===== config.mk =====
export PLATFORM = sky130hd
export DESIGN_NAME = mat_loader_flat
export DESIGN_NICKNAME = d
export VERILOG_FILES = /design/src/rtl/mat_loader_pkg.sv /design/src/rtl/mat_loader_if.sv /design/src/rtl/mat_loader_timeout.sv /design/src/rtl/mat_loader.sv /design/src/flat_wrapper.sv
export SDC_FILE = /design/constraint.sdc
export NUM_CORES = 1
export LEC_CHECK = 0
export CORE_MARGIN = 2
export CORE_UTILIZATION = 40
export DETAILED_ROUTE_END_ITERATION = 16
export SYNTH_ARGS = -nofsm -noshare
export SYNTH_HDL_FRONTEND = slang
export SYNTH_SLANG_ARGS = --single-unit

===== constraint.sdc =====
create_clock -name clk -period 2.4 [get_ports clk]
set_input_delay 0.48 -clock clk [delete_from_list [all_inputs] [get_ports clk]]
set_output_delay 0.48 -clock clk [all_outputs]
set_load 0.01 [all_outputs]

===== src/rtl/mat_loader_pkg.sv =====
// Shared definitions for the matrix loader: geometry, widths, FSM states and
// the committed-slot payload.
package mat_loader_pkg;

  localparam int unsigned MAX_DIM     = 5;
  localparam int unsigned ELEM_W      = 8;
  localparam int unsigned NUM_ELEM    = MAX_DIM * MAX_DIM;
  localparam int unsigned SLOT_W      = NUM_ELEM * ELEM_W;
  localparam int unsigned DIM_W       = 3;
  localparam int unsigned CNT_W       = 5;
  localparam int unsigned BYTE_W      = 8;
  localparam int unsigned TIMEOUT_CYC = 50000;

  typedef enum logic [1:0] {
    ST_IDLE        = 2'd0,
    ST_GET_N       = 2'd1,
    ST_GET_ELEM    = 2'd2,
    ST_COMMIT_WAIT = 2'd3
  } state_t;

  // One committed matrix slot as seen by the operation unit.
  typedef struct packed {
    logic              valid;
    logic [DIM_W-1:0]  m;
    logic [DIM_W-1:0]  n;
    logic [SLOT_W-1:0] data;
  } slot_t;

  // A dimension byte is legal only in 1..MAX_DIM.
  function automatic logic dim_ok(input logic [BYTE_W-1:0] b);
    return (b != BYTE_W'(0)) && (b <= BYTE_W'(MAX_DIM));
  endfunction

endpackage


===== src/rtl/mat_loader_if.sv =====
// Byte-stream input, control strobes and slot outputs of the matrix loader.
// master: stream source / operation-unit side; slave: the loader itself.
interface mat_loader_if;
  import mat_loader_pkg::*;

  logic [BYTE_W-1:0] rx_data;
  logic              rx_valid;
  logic              sel_b;
  logic              clr;
  logic              ops_busy;

  logic [SLOT_W-1:0] matrix_a_flat;
  logic [SLOT_W-1:0] matrix_b_flat;
  logic [DIM_W-1:0]  dim_a_m;
  logic [DIM_W-1:0]  dim_a_n;
  logic [DIM_W-1:0]  dim_b_m;
  logic [DIM_W-1:0]  dim_b_n;
  logic              a_valid;
  logic              b_valid;
  logic              load_busy;
  logic              load_done;
  logic              load_err;

  modport master (
    output rx_data, rx_valid, sel_b, clr, ops_busy,
    input  matrix_a_flat, matrix_b_flat, dim_a_m, dim_a_n, dim_b_m, dim_b_n,
    input  a_valid, b_valid, load_busy, load_done, load_err
  );

  modport slave (
    input  rx_data, rx_valid, sel_b, clr, ops_busy,
    output matrix_a_flat, matrix_b_flat, dim_a_m, dim_a_n, dim_b_m, dim_b_n,
    output a_valid, b_valid, load_busy, load_done, load_err
  );

endinterface


===== src/rtl/mat_loader_timeout.sv =====
// Idle watchdog: counts enabled cycles without a restart and flags the cycle
// in which LIMIT idle cycles have elapsed.
//   clk, rst_n : clock, async active-low reset
//   en         : count only while a load is in progress (cleared otherwise)
//   restart    : reload the counter to zero (a byte arrived)
//   expire_c   : combinational, high in the LIMIT-th consecutive idle cycle
module mat_loader_timeout
  import mat_loader_pkg::*;
#(
  parameter int unsigned LIMIT = TIMEOUT_CYC
) (
  input  logic clk,
  input  logic rst_n,
  input  logic en,
  input  logic restart,
  output logic expire_c
);

  localparam int unsigned W = $clog2(LIMIT + 1);

  logic [W-1:0] cnt_q;

  assign expire_c = en && !restart && (cnt_q == W'(LIMIT - 1));

  // Counter returns to zero whenever disabled, restarted or just expired.
  always_ff @(posedge clk or negedge rst_n) begin
    if (!rst_n) begin
      cnt_q <= '0;
    end else if (!en || restart || expire_c) begin
      cnt_q <= '0;
    end else begin
      cnt_q <= cnt_q + W'(1);
    end
  end

endmodule


===== src/rtl/mat_loader.sv =====
// Matrix loader: parses rows, cols and row-major signed bytes from the UART
// receive stream into a staging buffer and commits it atomically to slot A
// or B once the operation unit is idle.
//   clk, rst_n : clock, async active-low reset
//   bus        : stream input (rx_data/rx_valid/sel_b), clr, ops_busy, and
//                the two slots (flat data, dims, valid) plus load status
module mat_loader
  import mat_loader_pkg::*;
(
  input  logic         clk,
  input  logic         rst_n,
  mat_loader_if.slave  bus
);

  state_t            state_q;
  slot_t             slot_a_q;
  slot_t             slot_b_q;
  logic [ELEM_W-1:0] staging_q [NUM_ELEM];
  logic [SLOT_W-1:0] staging_flat_c;
  logic [DIM_W-1:0]  m_q;
  logic [DIM_W-1:0]  n_q;
  logic [CNT_W-1:0]  total_q;
  logic [CNT_W-1:0]  elem_cnt_q;
  logic              target_b_q;
  logic              load_done_q;
  logic              load_err_q;
  logic              in_load_c;
  logic              tmo_expire_c;

  // Watchdog only runs while waiting for dimension/element bytes.
  assign in_load_c = (state_q == ST_GET_N) || (state_q == ST_GET_ELEM);

  mat_loader_timeout #(
    .LIMIT (TIMEOUT_CYC)
  ) u_timeout (
    .clk      (clk),
    .rst_n    (rst_n),
    .en       (in_load_c),
    .restart  (bus.rx_valid),
    .expire_c (tmo_expire_c)
  );

  // Staging buffer in the same layout as the output buses.
  always_comb begin
    staging_flat_c = '0;
    for (int k = 0; k < NUM_ELEM; k++) begin
      staging_flat_c[k*ELEM_W +: ELEM_W] = staging_q[k];
    end
  end

  // Parser / commit FSM. clr overrides everything, including a pending commit.
  always_ff @(posedge clk or negedge rst_n) begin
    if (!rst_n) begin
      state_q     <= ST_IDLE;
      slot_a_q    <= '0;
      slot_b_q    <= '0;
      m_q         <= '0;
      n_q         <= '0;
      total_q     <= '0;
      elem_cnt_q  <= '0;
      target_b_q  <= 1'b0;
      load_done_q <= 1'b0;
      load_err_q  <= 1'b0;
      for (int k = 0; k < NUM_ELEM; k++) begin
        staging_q[k] <= '0;
      end
    end else begin
      load_done_q <= 1'b0;
      load_err_q  <= 1'b0;
      if (bus.clr) begin
        state_q    <= ST_IDLE;
        slot_a_q   <= '0;
        slot_b_q   <= '0;
        elem_cnt_q <= '0;
        for (int k = 0; k < NUM_ELEM; k++) begin
          staging_q[k] <= '0;
        end
      end else begin
        unique case (state_q)
          ST_IDLE: begin
            if (bus.rx_valid) begin
              if (dim_ok(bus.rx_data)) begin
                m_q        <= bus.rx_data[DIM_W-1:0];
                target_b_q <= bus.sel_b;
                state_q    <= ST_GET_N;
                // Clearing here keeps unused tail elements zero on commit.
                for (int k = 0; k < NUM_ELEM; k++) begin
                  staging_q[k] <= '0;
                end
              end else begin
                load_err_q <= 1'b1;
              end
            end
          end

          ST_GET_N: begin
            if (bus.rx_valid) begin
              if (dim_ok(bus.rx_data)) begin
                n_q        <= bus.rx_data[DIM_W-1:0];
                total_q    <= CNT_W'(m_q) * CNT_W'(bus.rx_data[DIM_W-1:0]);
                elem_cnt_q <= '0;
                state_q    <= ST_GET_ELEM;
              end else begin
                load_err_q <= 1'b1;
                state_q    <= ST_IDLE;
              end
            end else if (tmo_expire_c) begin
              load_err_q <= 1'b1;
              state_q    <= ST_IDLE;
            end
          end

          ST_GET_ELEM: begin
            if (bus.rx_valid) begin
              staging_q[elem_cnt_q] <= bus.rx_data;
              elem_cnt_q            <= elem_cnt_q + CNT_W'(1);
              if (elem_cnt_q == total_q - CNT_W'(1)) begin
                state_q <= ST_COMMIT_WAIT;
              end
            end else if (tmo_expire_c) begin
              load_err_q <= 1'b1;
              state_q    <= ST_IDLE;
            end
          end

          ST_COMMIT_WAIT: begin
            if (!bus.ops_busy) begin
              if (target_b_q) begin
                slot_b_q <= '{valid: 1'b1, m: m_q, n: n_q, data: staging_flat_c};
              end else begin
                slot_a_q <= '{valid: 1'b1, m: m_q, n: n_q, data: staging_flat_c};
              end
              load_done_q <= 1'b1;
              state_q     <= ST_IDLE;
            end
          end

          default: state_q <= ST_IDLE;
        endcase
      end
    end
  end

  assign bus.matrix_a_flat = slot_a_q.data;
  assign bus.matrix_b_flat = slot_b_q.data;
  assign bus.dim_a_m       = slot_a_q.m;
  assign bus.dim_a_n       = slot_a_q.n;
  assign bus.dim_b_m       = slot_b_q.m;
  assign bus.dim_b_n       = slot_b_q.n;
  assign bus.a_valid       = slot_a_q.valid;
  assign bus.b_valid       = slot_b_q.valid;
  assign bus.load_done     = load_done_q;
  assign bus.load_err      = load_err_q;
  // Pure decode of the state register.
  assign bus.load_busy     = (state_q != ST_IDLE);

endmodule

===== src/flat_wrapper.sv =====
// flat-port wrapper written by rule: the top's interface ports become plain ports
module mat_loader_flat import mat_loader_pkg::*;
  (clk, rst_n, bus_rx_data, bus_rx_valid, bus_sel_b, bus_clr, bus_ops_busy, bus_matrix_a_flat, bus_matrix_b_flat, bus_dim_a_m, bus_dim_a_n, bus_dim_b_m, bus_dim_b_n, bus_a_valid, bus_b_valid, bus_load_busy, bus_load_done, bus_load_err);
  mat_loader_if bus_i ();
  input  logic clk;
  input  logic rst_n;
  input wire logic [$bits(bus_i.rx_data)-1:0] bus_rx_data;
  input wire logic [$bits(bus_i.rx_valid)-1:0] bus_rx_valid;
  input wire logic [$bits(bus_i.sel_b)-1:0] bus_sel_b;
  input wire logic [$bits(bus_i.clr)-1:0] bus_clr;
  input wire logic [$bits(bus_i.ops_busy)-1:0] bus_ops_busy;
  output wire logic [$bits(bus_i.matrix_a_flat)-1:0] bus_matrix_a_flat;
  output wire logic [$bits(bus_i.matrix_b_flat)-1:0] bus_matrix_b_flat;
  output wire logic [$bits(bus_i.dim_a_m)-1:0] bus_dim_a_m;
  output wire logic [$bits(bus_i.dim_a_n)-1:0] bus_dim_a_n;
  output wire logic [$bits(bus_i.dim_b_m)-1:0] bus_dim_b_m;
  output wire logic [$bits(bus_i.dim_b_n)-1:0] bus_dim_b_n;
  output wire logic [$bits(bus_i.a_valid)-1:0] bus_a_valid;
  output wire logic [$bits(bus_i.b_valid)-1:0] bus_b_valid;
  output wire logic [$bits(bus_i.load_busy)-1:0] bus_load_busy;
  output wire logic [$bits(bus_i.load_done)-1:0] bus_load_done;
  output wire logic [$bits(bus_i.load_err)-1:0] bus_load_err;
  assign bus_i.rx_data = bus_rx_data;
  assign bus_i.rx_valid = bus_rx_valid;
  assign bus_i.sel_b = bus_sel_b;
  assign bus_i.clr = bus_clr;
  assign bus_i.ops_busy = bus_ops_busy;
  assign bus_matrix_a_flat = bus_i.matrix_a_flat;
  assign bus_matrix_b_flat = bus_i.matrix_b_flat;
  assign bus_dim_a_m = bus_i.dim_a_m;
  assign bus_dim_a_n = bus_i.dim_a_n;
  assign bus_dim_b_m = bus_i.dim_b_m;
  assign bus_dim_b_n = bus_i.dim_b_n;
  assign bus_a_valid = bus_i.a_valid;
  assign bus_b_valid = bus_i.b_valid;
  assign bus_load_busy = bus_i.load_busy;
  assign bus_load_done = bus_i.load_done;
  assign bus_load_err = bus_i.load_err;
  mat_loader u_core (.clk(clk), .rst_n(rst_n), .bus(bus_i));
endmodule

After elaboration in Yosys (flattened, before gate mapping)
Cells that the tools add are included.
W data, S select, Z words.
{"block": "totals", "register_bits": 651, "inputBits": 14, "out_inout_bits": 417, "elab_cells": 130}
{"block": "op_classes", "add_sub_neg": 3, "mul": 1, "n_lt_le_gt_ge": 3, "eq_ne": 14, "muxes": 42, "bitwise": 2, "reduce_logical": 23}
{"op": "$mux W207", "count": 8}
{"op": "$mux W200", "count": 4}
{"op": "$pmux W200 S2", "count": 1}
{"op": "$bwmux W200", "count": 1}
{"op": "$demux W8 S5", "count": 1}
{"op": "$mux W5", "count": 4}
{"op": "$reduce_and A4 Y1", "count": 5}
{"op": "$mux W2", "count": 9}
{"op": "$add A16 B1 Y16 const B", "count": 1}
{"op": "$eq A16 B16 Y1 const B", "count": 1}
{"op": "$mux W16", "count": 1}
{"op": "$ne A3 B3 Y1 const B", "count": 5}
{"op": "$pmux W5 S2", "count": 1}
{"op": "$mux W1", "count": 9}
{"op": "$le A8 B3 Y1 const B", "count": 1}
{"op": "$mux W8", "count": 1}
{"op": "$pmux W2 S4", "count": 1}
{"op": "$reduce_bool A8 Y1", "count": 1}
{"op": "$ge A6 B6 Y1 const B", "count": 1}
{"op": "$lt A6 B1 Y1 const B", "count": 1}
{"op": "$not A5 Y6", "count": 1}
{"op": "$reduce_and A3 Y1", "count": 2}
{"op": "$reduce_bool A2 Y1", "count": 3}
{"op": "$reduce_bool A3 Y1", "count": 2}
{"op": "15 further kinds", "count": 23}

Longest topological paths before layout
{"block": "logic_depth", "ltp_word": 9, "mapped_depth": 9, "depth_no_buf": 8}

Cells and area by module
A second synthesis with hierarchy kept.
{"block": "hier_totals", "cells_unflattened": 1762, "hier_area_um2": 24293.3}
{"module": "mat_loader", "n_inst": 1, "cells_each": 1682, "area_per_inst_um2": 23425.0}
{"module": "mat_loader_timeout", "n_inst": 1, "cells_each": 80, "area_per_inst_um2": 868.3}

Worst setup path after synthesis
No wires, ideal clock.
{"block": "synth_timing", "path_kind": "input -> register", "startpoint": "input bus_rx_data[5]", "endpoint": "register u_core.state_q[1]", "setup_ns": 0.066, "t_arrival_ns": 2.267, "required_time_ns": 2.334, "setup_slack_ns": 0.067, "stages": 6, "path_buffers": 0, "cell_sequence": "or4_4 -> nor4_4 -> a311oi_1 -> a21o_1 -> or4b_1 -> nand2_1"}
{"block": "synth_between", "elab_chain_len": 6}
{"item": "start, declared", "line_no": "flat_wrapper.sv:7", "rtl": "input wire logic [$bits(bus_i.rx_data)-1:0] bus_rx_data;"}
{"item": "$le A8 B3 Y1 or $reduce_bool A8 Y1 (tied branches)", "line_no": "mat_loader_pkg.sv:31", "rtl": "return (b != BYTE_W'(0)) && (b <= BYTE_W'(MAX_DIM));"}
{"item": "$logic_and A1 B1 Y1 (*)", "line_no": "mat_loader_pkg.sv:31"}
{"item": "$mux W2", "line_no": "mat_loader.sv:98", "rtl": "if (dim_ok(bus.rx_data)) begin"}
{"item": "$mux W2", "line_no": "mat_loader.sv:97", "rtl": "if (bus.rx_valid) begin"}
{"item": "$pmux W2 S4", "line_no": "mat_loader.sv:79", "rtl": "unique case (state_q)"}
{"item": "$mux W2", "line_no": "mat_loader.sv:70", "rtl": "if (bus.clr) begin"}
{"item": "end signal, assigned", "line_no": "mat_loader.sv:71", "rtl": "state_q <= ST_IDLE;"}
{"item": "end signal, assigned", "line_no": "mat_loader.sv:85", "rtl": "state_q <= ST_GET_N;"}
{"item": "end signal, assigned", "line_no": "mat_loader.sv:102", "rtl": "state_q <= ST_GET_ELEM;"}
{"item": "end, declared", "line_no": "mat_loader.sv:15", "rtl": "state_t state_q;"}
Mark *: on every way between the ends. The rest lies on a longest branch, timed or not.
A chain may end at the register's enable or synchronous reset.

Final worst setup path
{"block": "layout_timing", "startpoint": "input bus_rx_data[5]", "endpoint": "register u_core.staging_q, in the netlist u_core.staging_flat_c[151]"}
{"block": "layout_between", "elab_chain_len": 4}
{"item": "$le A8 B3 Y1 or $reduce_bool A8 Y1 (tied branches)", "line_no": "mat_loader_pkg.sv:31"}
{"item": "$logic_and A1 B1 Y1 (*)", "line_no": "mat_loader_pkg.sv:31"}
{"item": "$ne A3 B2 Y1 (no source line) (*)"}
{"item": "$reduce_and A4 Y1 (no source line) (*)"}
{"item": "end signal, assigned by index", "line_no": "mat_loader.sv:115", "rtl": "staging_q[elem_cnt_q] <= bus.rx_data;"}
{"item": "end, declared", "line_no": "mat_loader.sv:18", "rtl": "logic [ELEM_W-1:0] staging_q [NUM_ELEM];"}
Marked as above.

==> impl_metrics.py <==
metrics = {
    "timing": {
        "worst_slew_pin_slew_ns": 0.796,
        "finalHoldViolations": 0,
        "slew_violations": 0,
        "max_freq_ghz": 0.430,
        "hold_ws_ns": 0.290,
        "maxSlewHeadroom_pct": 46.7,
        "layout_min_cycle_time_ns": 2.33,
        "fin_crit_sh_pct": 97.0,
        "setup_viol": 0,
        "rsz0062_at_grt": "no",
        "fin_ws_ns": 0.0724,
        "skew_ns": 0.0154,
    },
    "grt": {
        "grt_pass1_wl_um": 117000,
        "antenna_found_initial": 0,
        "grt_pass1_vias": 17981,
        "grt-ovfl-total": 0,
        "grt_max_degree": 99,
        "grt_usage_pct": 24.5,
    },
    "clock_tree": {
        "cts_buffers": 70,
        "worstSkewPairLatency_ns": 0.60,
        "cts_tree": "built",
        "cts_buffer_depth": 3,
        "cts-root-buf": "clkbuf_16",
        "clk_pin_slew_ns": 0.06,
        "htree_levels": 3,
        "clock_sinks": 651,
    },
    "route": {
        "drt-pass1-iter-count": 5,
        "drcViolationCount": 0,
        "post_drt_wl_per_cell_um": 25.1,
        "drt-initial-drc-count": 1320,
        "viasPerCell": 5.74,
        "dr_total_vias": 17458,
        "totalWireLength_um": 76300,
        "antenna_left": 0,
    },
    "die": {
        "die_height_um": 249,
        "initial_utilization_pct": 40.5,
        "die_w_um": 249,
        "io_pins": 431,
        "design.core.area_sq_um": 59100,
        "die-area_sq_um": 61900,
        "row_count": 89,
    },
    "setup_path": {
        "path_cells": "clkdlybuf4s50_1 > or4_4 > o41ai_4 > buf_6 > a31oi_1 > buf_4 > a22o_1",
        "cp_max_fo": 20,
        "reg2regPathDepth": 8,
        "crit_path_top_delay_cell": "or4_4",
        "r2r_slack_ns": 0.10,
        "cpPeakStageDelay_ns": 0.61,
        "critical_path_arrival_ns": 2.81,
        "critical_path_required_ns": 2.88,
        "worstSetupStartpointType": "input port",
        "worstSetupEndpointType": "register",
        "reg2reg_to": "u_core.state_q[1]$_DFFE_PN0P_",
        "worst-setup-path-type": "in -> reg",
        "rr_startpoint": "u_core.total_q[0]$_DFFE_PN0P_",
    },
    "yosys": {
        "ys_seq_elements": 651,
        "synth_cell_types": 44,
        "ys_warn_count": 0,
        "synthTopCellsByArea": "dfrtp_1, a22o_1, clkbuf_1",
        "synth_cells": 1694,
        "synth_ff_type": "dfrtp_1",
        "synth_area_sq_um": 24000,
        "avgSynthCellArea_sq_um": 14.1,
        "async_reset_ff_share_pct": 100,
        "synth_nets": 1723,
        "synth.top_cell.area_share_pct": 68.0,
        "synth_top_area_cell": "dfrtp_1",
        "ys_seq_area_share_pct": 68.0,
        "synth-edff-count": 0,
    },
    "power": {
        "ir_drop_mv": 0.487,
        "power_density_nw_per_um2": 712,
        "leakagePower_uw": 0.0150,
        "power_uw": 23400,
    },
    "finish": {
        "diodes": 0,
        "mostFrequentLayoutCells": "dfrtp_1, a22o_1, clkdlybuf4s50_1, buf_4, clkbuf_16",
        "area_growth_pct": 37.0,
        "drive_gt1_share_pct": 12.9,
        "nets": 2240,
        "final_common_cell": "dfrtp_1",
    },
    "placed_design": {
        "dp_hpwl_um": 51800,
        "portBuffers": 430,
        "globalplace.congestion": 0.800,
        "post-place-ws_ns": -0.628,
    },
    "flow_run": {
        "cap_violations": 0,
    },
    "run_status": {
        "status": "complete, no violations",
    },
    "worst_hold_path": {
        "hold_start": "bus_clr",
        "min_path_cells": 3,
        "hold_path.class": "in -> reg",
        "holdPathEnd": "u_core.bus.a_valid$_DFFE_PN0P_",
    },
}
-- power by group --
part	switching, uW	internal, uW
clock network	4460	6680
registers	29.6	11000
logic	850	368
-- repair_timing --
item / CTS / global route
hold buffers: 1 / 0
pin swaps: 0 / 2
endpoints found under the hold margin: 27 / 0
setup endpoints to repair: 1 / 105
gates resized for setup: 2 / 6
setup buffers: 0 / 0
-- flip-flops by register name, summed over array words and instances (netlist names), 2 cells and up --
signal / cells
u_core.n_q: 3
u_core.staging_flat_c: 200
u_core.u_timeout.cnt_q: 16
u_core.bus.dim_a_m: 3
u_core.bus.matrix_b_flat: 200
u_core.bus.dim_a_n: 3
u_core.bus.matrix_a_flat: 200
u_core.total_q: 5
u_core.bus.dim_b_m: 3
u_core.elem_cnt_q: 5
u_core.state_q: 2
u_core.m_q: 3
u_core.bus.dim_b_n: 3
-- cells by family (layout without fill, tap and decap cells) --
| family | after synthesis | after routing | share of synthesized area (%) |
|---|---|---|---|
| buffers and inverters | 145 | 718 | 2.31 |
| muxes | 11 | 11 | 0.517 |
| xor gates and xnor gates | 17 | 17 | 0.621 |
| DFF | 651 | 651 | 68.0 |
| adders and majority gates | 15 | 15 | 0.846 |
| AOI/OAI and AO/OA | 698 | 698 | 24.4 |
| and+or+nand+nor | 157 | 157 | 3.29 |
-- routing by layer --
layer | track usage, % | share of wire [%] | vias to the layer above
met1 | 33.9 | 44 | 9236
met4 | 7.36 | 2.4 | 0
met2 | 39.3 | 48 | 576
met5 | 0 | 0 | -
li1 | - | - | 7552
met3 | 4.88 | 5.8 | 94
-- layout make-up --
class                   count  area (sq um)
clock buffers              99          2020
clock inverters            29           373
fillers                  4755         26300
inverters                  16          60.1
multi-input cells         898          7240
flip-flops and latches    651         16300
well taps                 773           967
repair buffers            574          5890
-- critical path: cells and delay by family --
kind / cells / cell delay (ns)
and+or+nand+nor: 1 / 0.61
buffers and inverters: 3 / 0.93
AOI/OAI and AO/OA: 3 / 0.77
-- cell usage after synthesis, drive strengths merged (3+ instances only) --
cell type,instances
o31ai,3
xor2,8
buf,23
nand3,14
ha,13
a31oi,21
o2bb2ai,24
and3,5
or3,7
mux2,11
inv,16
nor2b,8
nand2b,9
o21ai,37
or2,3
a22o,588
dfrtp,651
and2,12
nor3,5
xnor2,9
a21oi,17
nand4,3
nor2,56
clkbuf,106
nand2,26
-- per-stage QoR --
step                      TNS [ns]  area, sq um  cells  util [%]
after floorplan                  0        24000   1694         -
after global placement     -107.85        30400   2911      51.4
after detailed placement   -108.89        30400   2911      51.4
after CTS                        0        32800   3040      55.5
after global routing             0        32800   3040      55.5
final                            0        32800   3040      55.5
-- how the worst max path moves through the flow --
stage	cells past startpoint	slack, ns	startpoint	to
after floorplan	6	0.07	bus_rx_data[5]	u_core.state_q[1]$_DFFE_PN0P_
after global routing	8	0.003	bus_rx_data[5]	u_core.staging_flat_c[127]$_DFFE_PN0P_
final	7	0.07	bus_rx_data[5]	u_core.staging_flat_c[151]$_DFFE_PN0P_
after detailed placement	8	-0.63	bus_rx_data[5]	u_core.staging_flat_c[127]$_DFFE_PN0P_
after CTS	8	0.01	bus_rx_data[5]	u_core.staging_flat_c[127]$_DFFE_PN0P_
after global placement	8	-0.63	bus_rx_data[5]	u_core.staging_flat_c[127]$_DFFE_PN0P_
(Power assumes the default switching activity.)
